==> src/rtl/fetch_unit.sv <==
// Instruction fetch front end: issues one word-aligned request at a time,
// holds the returned instruction for decode, and buffers one follow-on pc.
module fetch_unit #(
    parameter int TIMEOUT = 15
) (
    input  logic        clk,
    input  logic        rstd,
    input  logic [31:0] pc,
    input  logic        pc_load,
    output logic        imem_req,
    output logic [31:0] imem_addr,
    input  logic        imem_ack,
    input  logic [31:0] imem_rdata,
    output logic [31:0] ins,
    output logic [31:0] ins_pc,
    output logic        ins_valid,
    input  logic        ins_ready,
    output logic        fetch_busy,
    output logic        fetch_fault
);

    localparam int CNT_W = ($clog2(TIMEOUT + 1) > 4) ? $clog2(TIMEOUT + 1) : 4;

    typedef enum logic [1:0] {IDLE, REQ, HOLD} state_t;

    state_t             state_q, state_d;
    logic               req_q, req_d;
    logic [31:0]        addr_q, addr_d;
    logic [31:0]        ins_q, ins_d;
    logic [31:0]        ins_pc_q, ins_pc_d;
    logic               valid_q, valid_d;
    logic               busy_q, busy_d;
    logic               fault_q, fault_d;
    logic               pend_vld_q, pend_vld_d;
    logic [31:0]        pend_addr_q, pend_addr_d;
    logic [CNT_W-1:0]   cnt_q, cnt_d;
    logic [31:0]        next_addr;

    always_comb begin
        state_d     = state_q;
        req_d       = req_q;
        addr_d      = addr_q;
        ins_d       = ins_q;
        ins_pc_d    = ins_pc_q;
        valid_d     = valid_q;
        fault_d     = fault_q;
        pend_vld_d  = pend_vld_q;
        pend_addr_d = pend_addr_q;
        cnt_d       = cnt_q;
        next_addr   = pc_load ? pc : pend_addr_q;

        unique case (state_q)
            IDLE: begin
                if (pc_load) begin
                    if (pc[1:0] != 2'b00) begin
                        fault_d = 1'b1;
                    end else begin
                        state_d = REQ;
                        req_d   = 1'b1;
                        addr_d  = pc;
                        cnt_d   = '0;
                    end
                end
            end
            REQ: begin
                if (imem_ack) begin
                    ins_d    = imem_rdata;
                    ins_pc_d = addr_q;
                    valid_d  = 1'b1;
                    req_d    = 1'b0;
                    state_d  = HOLD;
                    if (pc_load) begin
                        pend_vld_d  = 1'b1;
                        pend_addr_d = pc;
                    end
                end else if (cnt_q == CNT_W'(TIMEOUT - 1)) begin
                    // Last unacknowledged cycle: give up and drop any queued pc too.
                    fault_d    = 1'b1;
                    req_d      = 1'b0;
                    state_d    = IDLE;
                    pend_vld_d = 1'b0;
                end else begin
                    cnt_d = cnt_q + 1'b1;
                    if (pc_load) begin
                        pend_vld_d  = 1'b1;
                        pend_addr_d = pc;
                    end
                end
            end
            HOLD: begin
                if (ins_ready) begin
                    valid_d    = 1'b0;
                    pend_vld_d = 1'b0;
                    // A same-cycle pc_load takes priority over the buffered pc.
                    if (pc_load || pend_vld_q) begin
                        if (next_addr[1:0] != 2'b00) begin
                            fault_d = 1'b1;
                            state_d = IDLE;
                        end else begin
                            state_d = REQ;
                            req_d   = 1'b1;
                            addr_d  = next_addr;
                            cnt_d   = '0;
                        end
                    end else begin
                        state_d = IDLE;
                    end
                end else if (pc_load) begin
                    pend_vld_d  = 1'b1;
                    pend_addr_d = pc;
                end
            end
            default: begin
                state_d = IDLE;
                req_d   = 1'b0;
            end
        endcase

        busy_d = (state_d != IDLE) || pend_vld_d;
    end

    always_ff @(posedge clk or negedge rstd) begin
        if (!rstd) begin
            state_q     <= IDLE;
            req_q       <= 1'b0;
            addr_q      <= '0;
            ins_q       <= '0;
            ins_pc_q    <= '0;
            valid_q     <= 1'b0;
            busy_q      <= 1'b0;
            fault_q     <= 1'b0;
            pend_vld_q  <= 1'b0;
            pend_addr_q <= '0;
            cnt_q       <= '0;
        end else begin
            state_q     <= state_d;
            req_q       <= req_d;
            addr_q      <= addr_d;
            ins_q       <= ins_d;
            ins_pc_q    <= ins_pc_d;
            valid_q     <= valid_d;
            busy_q      <= busy_d;
            fault_q     <= fault_d;
            pend_vld_q  <= pend_vld_d;
            pend_addr_q <= pend_addr_d;
            cnt_q       <= cnt_d;
        end
    end

    assign imem_req    = req_q;
    assign imem_addr   = addr_q;
    assign ins         = ins_q;
    assign ins_pc      = ins_pc_q;
    assign ins_valid   = valid_q;
    assign fetch_busy  = busy_q;
    assign fetch_fault = fault_q;

endmodule
==> config.mk <==
export PLATFORM = sky130hd
export DESIGN_NAME = fetch_unit
export DESIGN_NICKNAME = d
export VERILOG_FILES = /design/src/rtl/fetch_unit.sv
export SDC_FILE = /design/constraint.sdc
export NUM_CORES = 1
export LEC_CHECK = 0
export ABC_AREA = 0
export BUFFER_PORTS_ARGS = -buffer_cell sky130_fd_sc_hd__buf_2
export CAP_MARGIN = 30
export CORE_ASPECT_RATIO = 1.5
export CORE_MARGIN = 8
export CORE_UTILIZATION = 48
export DETAILED_ROUTE_END_ITERATION = 8
export GPL_TIMING_DRIVEN = 0
export PLACE_DENSITY_LB_ADDON = 0.12
export SETUP_SLACK_MARGIN = 0.15
export SLEW_MARGIN = 20
export SYNTH_ARGS = -nofsm -noshare
export SYNTH_HDL_FRONTEND = slang
export SYNTH_SLANG_ARGS = --single-unit
==> constraint.sdc <==
create_clock -name clk -period 5.59 [get_ports clk]
set_input_delay 1.677 -clock clk [delete_from_list [all_inputs] [get_ports clk]]
set_output_delay 1.677 -clock clk [all_outputs]
set_load 0.05 [all_outputs]
**Yosys cells after proc, flatten, opt, wreduce, memory -nomap -nowiden**

Index checks and enable logic that the tools add are counted.

- Logic and storage cells: 96
- Output and inout bits: 100
- Input port bits: 69
- Flip-flop bits (word level): 139

- Add/sub/neg operators: 1
- Equality and inequality tests: 17
- Mux-type cells: 51
- Reductions and logical operators: 16

Operator list:

| cell | number |
|---|---|
| 32-bit 2-to-1 mux | 9 |
| 32-bit case mux with 2 select lines | 2 |
| 4-bit 2-to-1 mux | 7 |
| 2-bit != test (second input constant) | 12 |
| 1-bit 2-to-1 mux | 21 |
| 8-bit AND reduction | 2 |
| 2-bit 2-to-1 mux | 6 |
| 4-bit case mux with 3 select lines | 1 |
| 6-bit AND reduction | 2 |
| 2-bit nonzero test | 5 |
| 3-bit != test (second input constant) | 2 |
| 1-bit case mux with 3 select lines | 2 |
| 2-bit case mux with 3 select lines | 1 |
| 3-bit AND reduction | 2 |
| 4-bit by 1-bit adder with 4-bit output (second input constant) | 1 |
| 4-bit == test (second input constant) | 1 |
| 1-bit case mux with 2 select lines | 2 |
| 3-bit nonzero test | 1 |
| 2-bit by 1-bit == test with 1-bit output (second input constant) | 1 |
| 2-bit == test (second input constant) | 1 |
| 2-bit logical NOT | 1 |
| 1-bit logical OR | 2 |
| 2-bit AND reduction | 1 |

**Logic depth before layout (Yosys ltp)**

Gate-level depths: netlist of the first run.

- Depth in word-level cells: 8
- Gate-level depth with buffers: 7
- Depth with buffers taken out: 6

**Worst setup path after synthesis of the first run**

Ideal clock, no wire load.

- Kind: in2reg
- From: in pc_load
- To: reg addr_q[10], in the netlist imem_addr[10]
- Data arrival time: 3.082 ns
- Setup time: 0.125 ns
- Required time: 5.465 ns
- Buffers on the path: 2
- Slack: 2.383 ns
- Cell stages on the path: 6
- Cell sequence: buf_4 or3b_4 a22oi_4 nand3b_4 buf_6 mux2_4

- Word-level cells in the longest chain between the ends: 5
- Elaborated cells on any way between the ends: 11
- Those cells by class: eq/ne (3); mux (5); reduce/logical (3)

Ends and longest elaborated chain:

| what | line | source |
|---|---|---|
| from (decl) | 9 | `input logic pc_load,` |
| 32-bit 2-to-1 mux | n/a |  |
| 32-bit 2-to-1 mux | 96 | `if (next_addr[1:0] != 2'b00) begin` |
| 32-bit 2-to-1 mux | 95 | `if (pc_load \|\| pend_vld_q) begin` |
| 32-bit 2-to-1 mux | 91 | `if (ins_ready) begin` |
| 32-bit case mux with 2 select lines | 52 | `unique case (state_q)` |
| to (signal assigned) | 138 | `addr_q <= addr_d;` |
| to (decl) | 28 | `logic [31:0] addr_q, addr_d;` |

Parallel ways exist; a longest one is shown, timed or not. The select of a mux whose other input is x is not followed.
A chain may end at the register's enable or synchronous reset.

**Worst setup path after layout of the first run**

- From: in imem_ack
- To: reg ins_pc_q[23], in the netlist ins_pc[23]

- Word-level cells in the longest chain between the ends: 1

Ends and longest elaborated chain:

| what | line | source |
|---|---|---|
| from (decl) | 12 | `input logic imem_ack,` |
| 2-bit AND reduction (no source line) | n/a |  |
| to (signal assigned) | 140 | `ins_pc_q <= ins_pc_d;` |
| to (decl) | 30 | `logic [31:0] ins_pc_q, ins_pc_d;` |

No other way between the ends.

==> results by group, run 1 <==
Status
  • Status: completed

Critical path
  • Critical path, cell by cell: buf_2, nand2_1, clkbuf_1, clkbuf_1, mux2_2
  • CP Launch Type: input pin
  • Flop2flop setup slack: 3.07 ns
  • Most frequent cell on the critical path: clkbuf_1
  • Reg-to-reg startpoint: state_q[1]
  • R2R cell count: 6
  • Crit path capture type: register
  • Slowest stage delay, CP: 0.59 ns
  • CP required: 5.89 ns
  • Critical-path maximum fanout: 10
  • Slowest library cell on the worst path: clkbuf_1
  • CP Class: input pin to register
  • Worst EP arrival: 3.44 ns
  • RR Endpoint: ins_pc[23]

Global route
  • Initial antenna violation count: 1
  • GRT overflow: 0
  • Number of global-route vias before repair: 4,136
  • Largest net degree at the start of global routing: 80
  • First-pass GRT wire length: 21,400 µm
  • Gr usage total: 16.5%

Job
  • Max Cap Viol: 0

Route
  • Detail Route Antenna Nets: 0
  • Routed length per instance: 17.7 µm
  • DR pass1 iterations: 4
  • Initial drt markers: 117
  • # DRC: 0
  • Via count: 3,761
  • Vias per std cell: 5.10
  • Final WL: 13,100 µm

Floorplanning
  • Core area: 12,300 µm²
  • Initial Utilization: 48.4%
  • Die span in x: 107 µm
  • Die H: 152 µm
  • I/O pin cnt: 169
  • Number of core rows: 50
  • Die Area: 16,300 µm²

Placement
  • # placed instances: 706
  • IO buf count: 167
  • Gpl congestion: 0.803
  • Dpl hpwl: 9610 µm
  • Placed Area: 7010 µm²

Logic synthesis
  • Post-Syn Area: 5940 µm²
  • Post-synthesis compound-gate area fraction: 3.69%
  • Synthesized area per cell: 15.6 µm²
  • Post-Syn Instances: 382
  • Yosys reg bits: 139
  • Main combinational cell family by area after synthesis: multiplexers
  • Post-synthesis mux area share: 31.5%
  • Post-Synth Adder-Cell Area: 1.47%
  • Share of the yosys chip area belonging to registers: 58.6%
  • Synthesis Warnings: 0
  • Syn Nets: 458
  • Post-Synth XOR/XNOR Area: 0%
  • Post-synthesis cell type count: 35
  • Simple-gate area share of the yosys netlist: 2.72%

Clock tree
  • Clk slew on worst S/H paths: 0.06 ns
  • CTS tree: yes
  • Number of gates resized after CTS: 0
  • H-tree depth: 4
  • CTS root buffer: clkbuf_16
  • Clk sink count: 139
  • Setup bufs post-CTS: 0
  • Clock Tree Buf Depth: 2
  • Cts-stage hold buffer count: 0
  • Worst-Skew Late Latency: 0.41 ns
  • Num CTS Buffers: 17

Layout
  • Share of cells above drive strength 1: 63.2%
  • Fin cells: 738
  • Nets: 645
  • ANT cells: 0
  • Area Growth Syn to Fin: 28.9%
  • Fillers: 992
  • Fin area: 7660 µm²

STA
  • Slew @ Worst Pin: 0.711 ns
  • Layout Skew: 0.0105 ns
  • TNS Setup: 0 ns
  • Final hold vios: 0
  • Setup Viol. Count Final: 0
  • RSZ-0062 raised after global routing: no
  • Final min period: 3.14 ns
  • Slew headroom: 52.6%
  • Hold_ws: 0.482 ns
  • Max Freq: 318 MHz
  • Max-slew violations: 0
  • Final period utilization: 56.2%

Min path
  • Hold path cells: 1
  • Hold WC Path Type: register to register
  • Hold endpoint: fetch_fault
  • Hold Path Origin: fetch_fault
-- kinds of logic after synthesis --
| group | after synthesis |
|---|---|
| buffers and inverters | 24 |
| flip-flops | 139 |
| AO/OA/AOI/OAI | 27 |
| adder cells (fa/ha/maj) | 7 |
| AND/OR/NAND/NOR | 28 |
| multiplexers | 157 |
-- critical path: cells and delay by family --
kind          cells  cell delay (ns)
mux               1             0.41
simple gates      1             0.08
buf+inv           3             1.27
-- stage by stage --
step | utilization (%) | setup slack, ns
floorplan | - | 2.38
global placement | 56.9 | 0.990
detailed placement | 57.2 | 1.95
CTS | 62.5 | 2.39
global route | 62.5 | 2.33
finish | 62.5 | 2.45
-- final cells by class --
| type | count | area (µm²) | share of cell area, % |
|---|---|---|---|
| buffer | 18 | 98.8 | 1.29 |
| clock buffer | 19 | 433 | 5.65 |
| clock inverter | 13 | 216 | 2.83 |
| inverter | 6 | 22.5 | 0.294 |
| multi-input combinational | 219 | 2340 | 30.6 |
| sequential | 139 | 3480 | 45.4 |
| tap | 156 | 195 | 2.55 |
| timing repair buffer | 168 | 873 | 11.4 |
-- Yosys cell counts --
master	instances	area, µm²
a32o_1	1	10.0
buf_6	3	33.8
a221oi_1	2	17.5
o211ai_1	1	7.51
and2_1	4	25.0
a31o_2	1	8.76
a21oi_1	2	10.0
mux2_2	129	1450
a21boi_0	1	7.51
a22o_1	3	26.3
buf_4	1	7.51
o311ai_2	1	16.3
a221o_1	1	10.0
a211o_1	1	8.76
nand3b_4	1	20.0
nand2b_1	4	25.0
a22oi_4	1	21.3
a31oi_1	3	18.8
nor2b_1	1	6.26
nor2_1	5	18.8
nand3_1	4	20.0
clkbuf_1	10	37.5
or3b_4	1	11.3
ha_1	7	87.6
o21bai_1	1	7.51
buf_2	4	20.0
and3_1	1	6.26
nand2_1	5	18.8
mux2_4	28	420
o2111ai_1	1	8.76
nor3_1	2	10.0
o21ai_0	5	25.0
dfrtp_1	139	3480
inv_1	6	22.5
o31ai_1	2	15.0
-- registers in the layout, summed over array words and instances, names as in the netlist --
register and flops:
imem_addr 32, ins 32, ins_pc 32, pend_addr_q 32
cnt_q 4, state_q 2, fetch_busy 1, fetch_fault 1
imem_req 1, ins_valid 1, pend_vld_q 1
-- layout by cell type (no fill, tap or decap), types with 4 or more instances in the layout --
cell type | synthesis | layout
mux2_2 | 129 | 129
and2_1 | 4 | 4
nand2b_1 | 4 | 4
nor2_1 | 5 | 5
buf_2 | 4 | 170
clkbuf_16 | 0 | 17
dfrtp_1 | 139 | 139
o21ai_0 | 5 | 5
clkbuf_1 | 10 | 12
nand2_1 | 5 | 5
bufinv_16 | 0 | 5
inv_1 | 6 | 6
mux2_4 | 28 | 28
nand3_1 | 4 | 4
ha_1 | 7 | 7
-- routing by layer --
layer | GRT usage [%] | routed length (µm) | vias to the layer above
met5 | 0 | 12 | -
met4 | 6.60 | 217 | 2
met3 | 6.27 | 1060 | 20
met2 | 26.8 | 6370 | 125
met1 | 19.0 | 5400 | 1867
li1 | - | - | 1747
-- how the worst max path moves through the flow --
| stage | startpoint | endpoint | slack [ns] | cells past startpoint |
|---|---|---|---|---|
| 2_1_floorplan | pc_load | imem_addr[10] | 2.38 | 6 |
| 3_3_place_gp | rstd | imem_addr[18] | 0.99 | 1 |
| 3_5_place_dp | imem_ack | ins_pc[23] | 1.95 | 5 |
| 4_1_cts | imem_ack | ins_pc[23] | 2.39 | 5 |
| 5_1_grt | imem_ack | ins_pc[15] | 2.33 | 5 |
| 6_report | imem_ack | ins_pc[23] | 2.45 | 5 |
Power of run 1 is left out: the tool's default activity adds up to more than one toggle a clock period on the data nets, which glitch-free logic cannot reach.
==> run 2, diff against run 1 <==
--- a/config.mk
+++ b/config.mk
@@ -5,7 +5,7 @@
 export SDC_FILE = /design/constraint.sdc
 export NUM_CORES = 1
 export LEC_CHECK = 0
-export ABC_AREA = 0
+export ABC_AREA = 1
 export BUFFER_PORTS_ARGS = -buffer_cell sky130_fd_sc_hd__buf_2
 export CAP_MARGIN = 30
 export CORE_ASPECT_RATIO = 1.5
==> constraint.sdc (replaced) <==
create_clock -name clk -period 2.7 [get_ports clk]
set_input_delay 0.81 -clock clk [delete_from_list [all_inputs] [get_ports clk]]
set_output_delay 0.81 -clock clk [all_outputs]
set_load 0.05 [all_outputs]
==> results by group, run 2 <==
Route
  • Routed length per instance: 16.4 µm (-7.2%)
  • Metal3 WL: 1370 µm (+29%)
  • Final WL: 15,600 µm (+20%)
  • DR pass1 iterations: 4 (unchanged)
  • Vias per std cell: 5.07 (-0.53%)
  • Initial drt markers: 193 (+65%)
  • Top Layer Used: met5
  • Detail Route Antenna Nets: 0 (unchanged)
  • M1 WL: 6100 µm (+13%)
  • Via count: 4,826 (+28%)
  • DR WL met2: 7950 µm (+25%)
  • # DRC: 0 (unchanged)

Logic synthesis
  • Post-Synth Adder-Cell Area: 1.38% (-0.097 points)
  • Simple-gate area share of the yosys netlist: 11.0% (+8.3 points)
  • Post-synthesis cell type count: 28 (-20%)
  • Synth top area share: 54.7% (-3.9 points)
  • Synthesis Warnings: 0 (unchanged)
  • Share of the yosys chip area belonging to registers: 54.7% (-3.9 points)
  • Synth area leader: dfrtp_1
  • Async SR Flop Fraction: 100% (unchanged)
  • Synthesized area per cell: 10.7 µm² (-31%)
  • Top cells by area, synth: dfrtp_1 (55%), mux2_2 (11%), nand2_1 (6.9%)
  • Post-synthesis compound-gate area fraction: 10.2% (+6.5 points)
  • Most numerous cell in the Yosys netlist: dfrtp_1
  • Post-Syn Instances: 592 (+55%)
  • Post-synthesis mux area share: 16.1% (-15 points)
  • Post-Synth XOR/XNOR Area: 0.275% (+0.28 points)
  • Main combinational cell family by area after synthesis: multiplexers
  • Most frequent cells after synthesis: dfrtp_1 (139), nand2_1 (117), mux2_2 (64), o21ai_0 (64), inv_1 (53)
  • Syn Nets: 668 (+46%)
  • Post-synth EDFFs: 0 (unchanged)
  • Main synth FF type: dfrtp_1
  • Yosys reg bits: 139 (unchanged)
  • Post-Syn Area: 6360 µm² (+7.1%)

Floorplanning
  • Die H: 157 µm (+3.1%)
  • Number of core rows: 51 (+2.0%)
  • Die Area: 17,300 µm² (+6.2%)
  • Die span in x: 110 µm (+3.0%)
  • I/O pin cnt: 169 (unchanged)
  • Core area: 13,000 µm² (+5.6%)
  • Initial Utilization: 49.1% (+0.66 points)

Critical path
  • CP Launch Type: register
  • CP required: 2.99 ns (-2.90 ns)
  • CP Class: register to register
  • Critical path, cell by cell: inv_1, ha_1, clkbuf_2, nand2_2, buf_6, buf_2, mux2_2
  • CP bufs+invs: 4 (+1)
  • Critical-path maximum fanout: 10 (unchanged)
  • Slowest library cell on the worst path: dfrtp_1
  • Kind of cell adding the most delay to the critical path: buffers and inverters
  • Crit path capture type: register
  • Slowest stage delay, CP: 0.44 ns (-0.15 ns)
  • Worst EP arrival: 2.35 ns (-1.09 ns)

Clock tree
  • Worst-Skew Late Latency: 0.42 ns (about the same)
  • Cts-stage hold buffer count: 0 (unchanged)
  • Num CTS Buffers: 17 (unchanged)
  • Setup bufs post-CTS: 0 (unchanged)
  • Number of gates resized after CTS: 0 (unchanged)
  • Clk slew on worst S/H paths: 0.06 ns (about the same)
  • H-tree depth: 4 (unchanged)
  • Clock Tree Buf Depth: 2 (unchanged)
  • CTS root buffer: clkbuf_16
  • Clk sink count: 139 (unchanged)
  • CTS tree: yes

Global route
  • Largest net degree at the start of global routing: 71 (-11%)
  • Gr usage total: 18.6% (+2.1 points)
  • GRT overflow: 0 (unchanged)
  • First-pass GRT wire length: 25,000 µm (+17%)
  • Initial antenna violation count: 1 (unchanged)
  • Number of global-route vias before repair: 5,068 (+23%)

STA
  • Slew headroom: 63.6% (+11 points)
  • Max Freq: 486 MHz
  • Final min period: 2.06 ns
  • Max-slew violations: 0 (unchanged)
  • TNS Setup: 0 ns (unchanged)
  • Layout Skew: 0.00956 ns (-0.000903 ns)
  • Final hold vios: 0 (unchanged)
  • Setup Viol. Count Final: 0 (unchanged)
  • Slew @ Worst Pin: 0.546 ns (-0.164 ns)
  • Final period utilization: 76.2%
  • RSZ-0062 raised after global routing: no

Power
  • PD cells: 1500 nW/µm²
  • Peak supply drop: 0.000707 V
  • Pleak: 0.00430 µW

Job
  • Max Cap Viol: 0 (unchanged)

Placement
  • IO buf count: 168 (+0.60%)
  • Gpl congestion: 0.820 (+2.0%)
  • Dpl hpwl: 11,700 µm (+21%)
  • # placed instances: 920 (+30%)
  • Placed Area: 7440 µm² (+6.1%)

Layout
  • Nets: 856 (+33%)
  • ANT cells: 0 (unchanged)
  • Fin area: 8120 µm² (+6.0%)
  • Fin cells: 952 (+29%)
  • Area Growth Syn to Fin: 27.6%
  • Highest-count cells in the layout ignoring fill and taps: buf_2 (184), dfrtp_1 (139), nand2_1 (117)
  • Share of cells above drive strength 1: 43.5% (-20 points)
  • Commonest non-fill, non-tap cell in the layout: buf_2
  • Fillers: 1,094 (+10%)

Min path
  • Hold WC Path Type: input pin to asynchronous set/reset pin

Status
  • Status: completed
[run 2: changes by cell type after synthesis, sizes merged, moves of 18 or more]
cell   change
buf       +18
inv       +48
mux2      -93
mux2i     +30
nand2    +129
o21ai     +92
[run 2: final timing paths]
check	startpoint	end	slack [ns]	cells after the start
min in group clk	fetch_fault	fetch_fault	0.46	2
worst min register to register	fetch_fault	fetch_fault	0.46	2
max in group asynchronous	rstd	pend_addr_q[29]	1.61	2
worst min-delay path	rstd	ins[6]	0.34	1
worst max-delay path	state_q[1]	ins[22]	0.64	7
worst max register to register	state_q[1]	ins[22]	0.64	7
[run 2: area by class of cell]
class                      count  area (µm²)  area share [%]
multi-input combinational    368        2480            30.5
sequential                   139        3480            42.8
clock inverter                14         240            2.96
inverter                      54         203            2.50
buffer                        31         203            2.50
timing repair buffer         169         878            10.8
tap                          159         199            2.45
clock buffer                  18         439            5.41
[run 2: routing by layer]
metal	up-vias	GRT usage, %
met3	16	5.03
li1	2317	-
met4	2	6.85
met5	-	0
met1	2314	20.8
met2	177	32.4
[run 2: per-stage QoR]
| stage | utilization, % | hold WS [ns] | worst slack [ns] | total power [µW] |
|---|---|---|---|---|
| floorplan | - | 0.490 | 0.982 | 8090 |
| global placement | 57.1 | 0.449 | -1.02 | 9420 |
| detailed placement | 57.4 | 0.450 | 0.609 | 9590 |
| CTS | 62.7 | 0.358 | 0.603 | 12300 |
| global route | 62.7 | 0.385 | 0.446 | 12800 |
| finish | 62.7 | 0.341 | 0.642 | 12200 |
[run 2: cells by family (layout without fill, tap and decap cells)]
family	after synthesis	in the layout
simple gates	161	161
buf+inv	85	286
xor+xnor	2	2
mux	94	94
flops	139	139
fa+ha+maj	7	7
compound gates	104	104
[run 2: power breakdown]
part / internal, µW / switching [µW]
Combinational: 1700 / 4310
Sequential: 3020 / 465
Clock: 1760 / 899
Total: 6480 / 5670
Power figures use the tool's default switching activity.
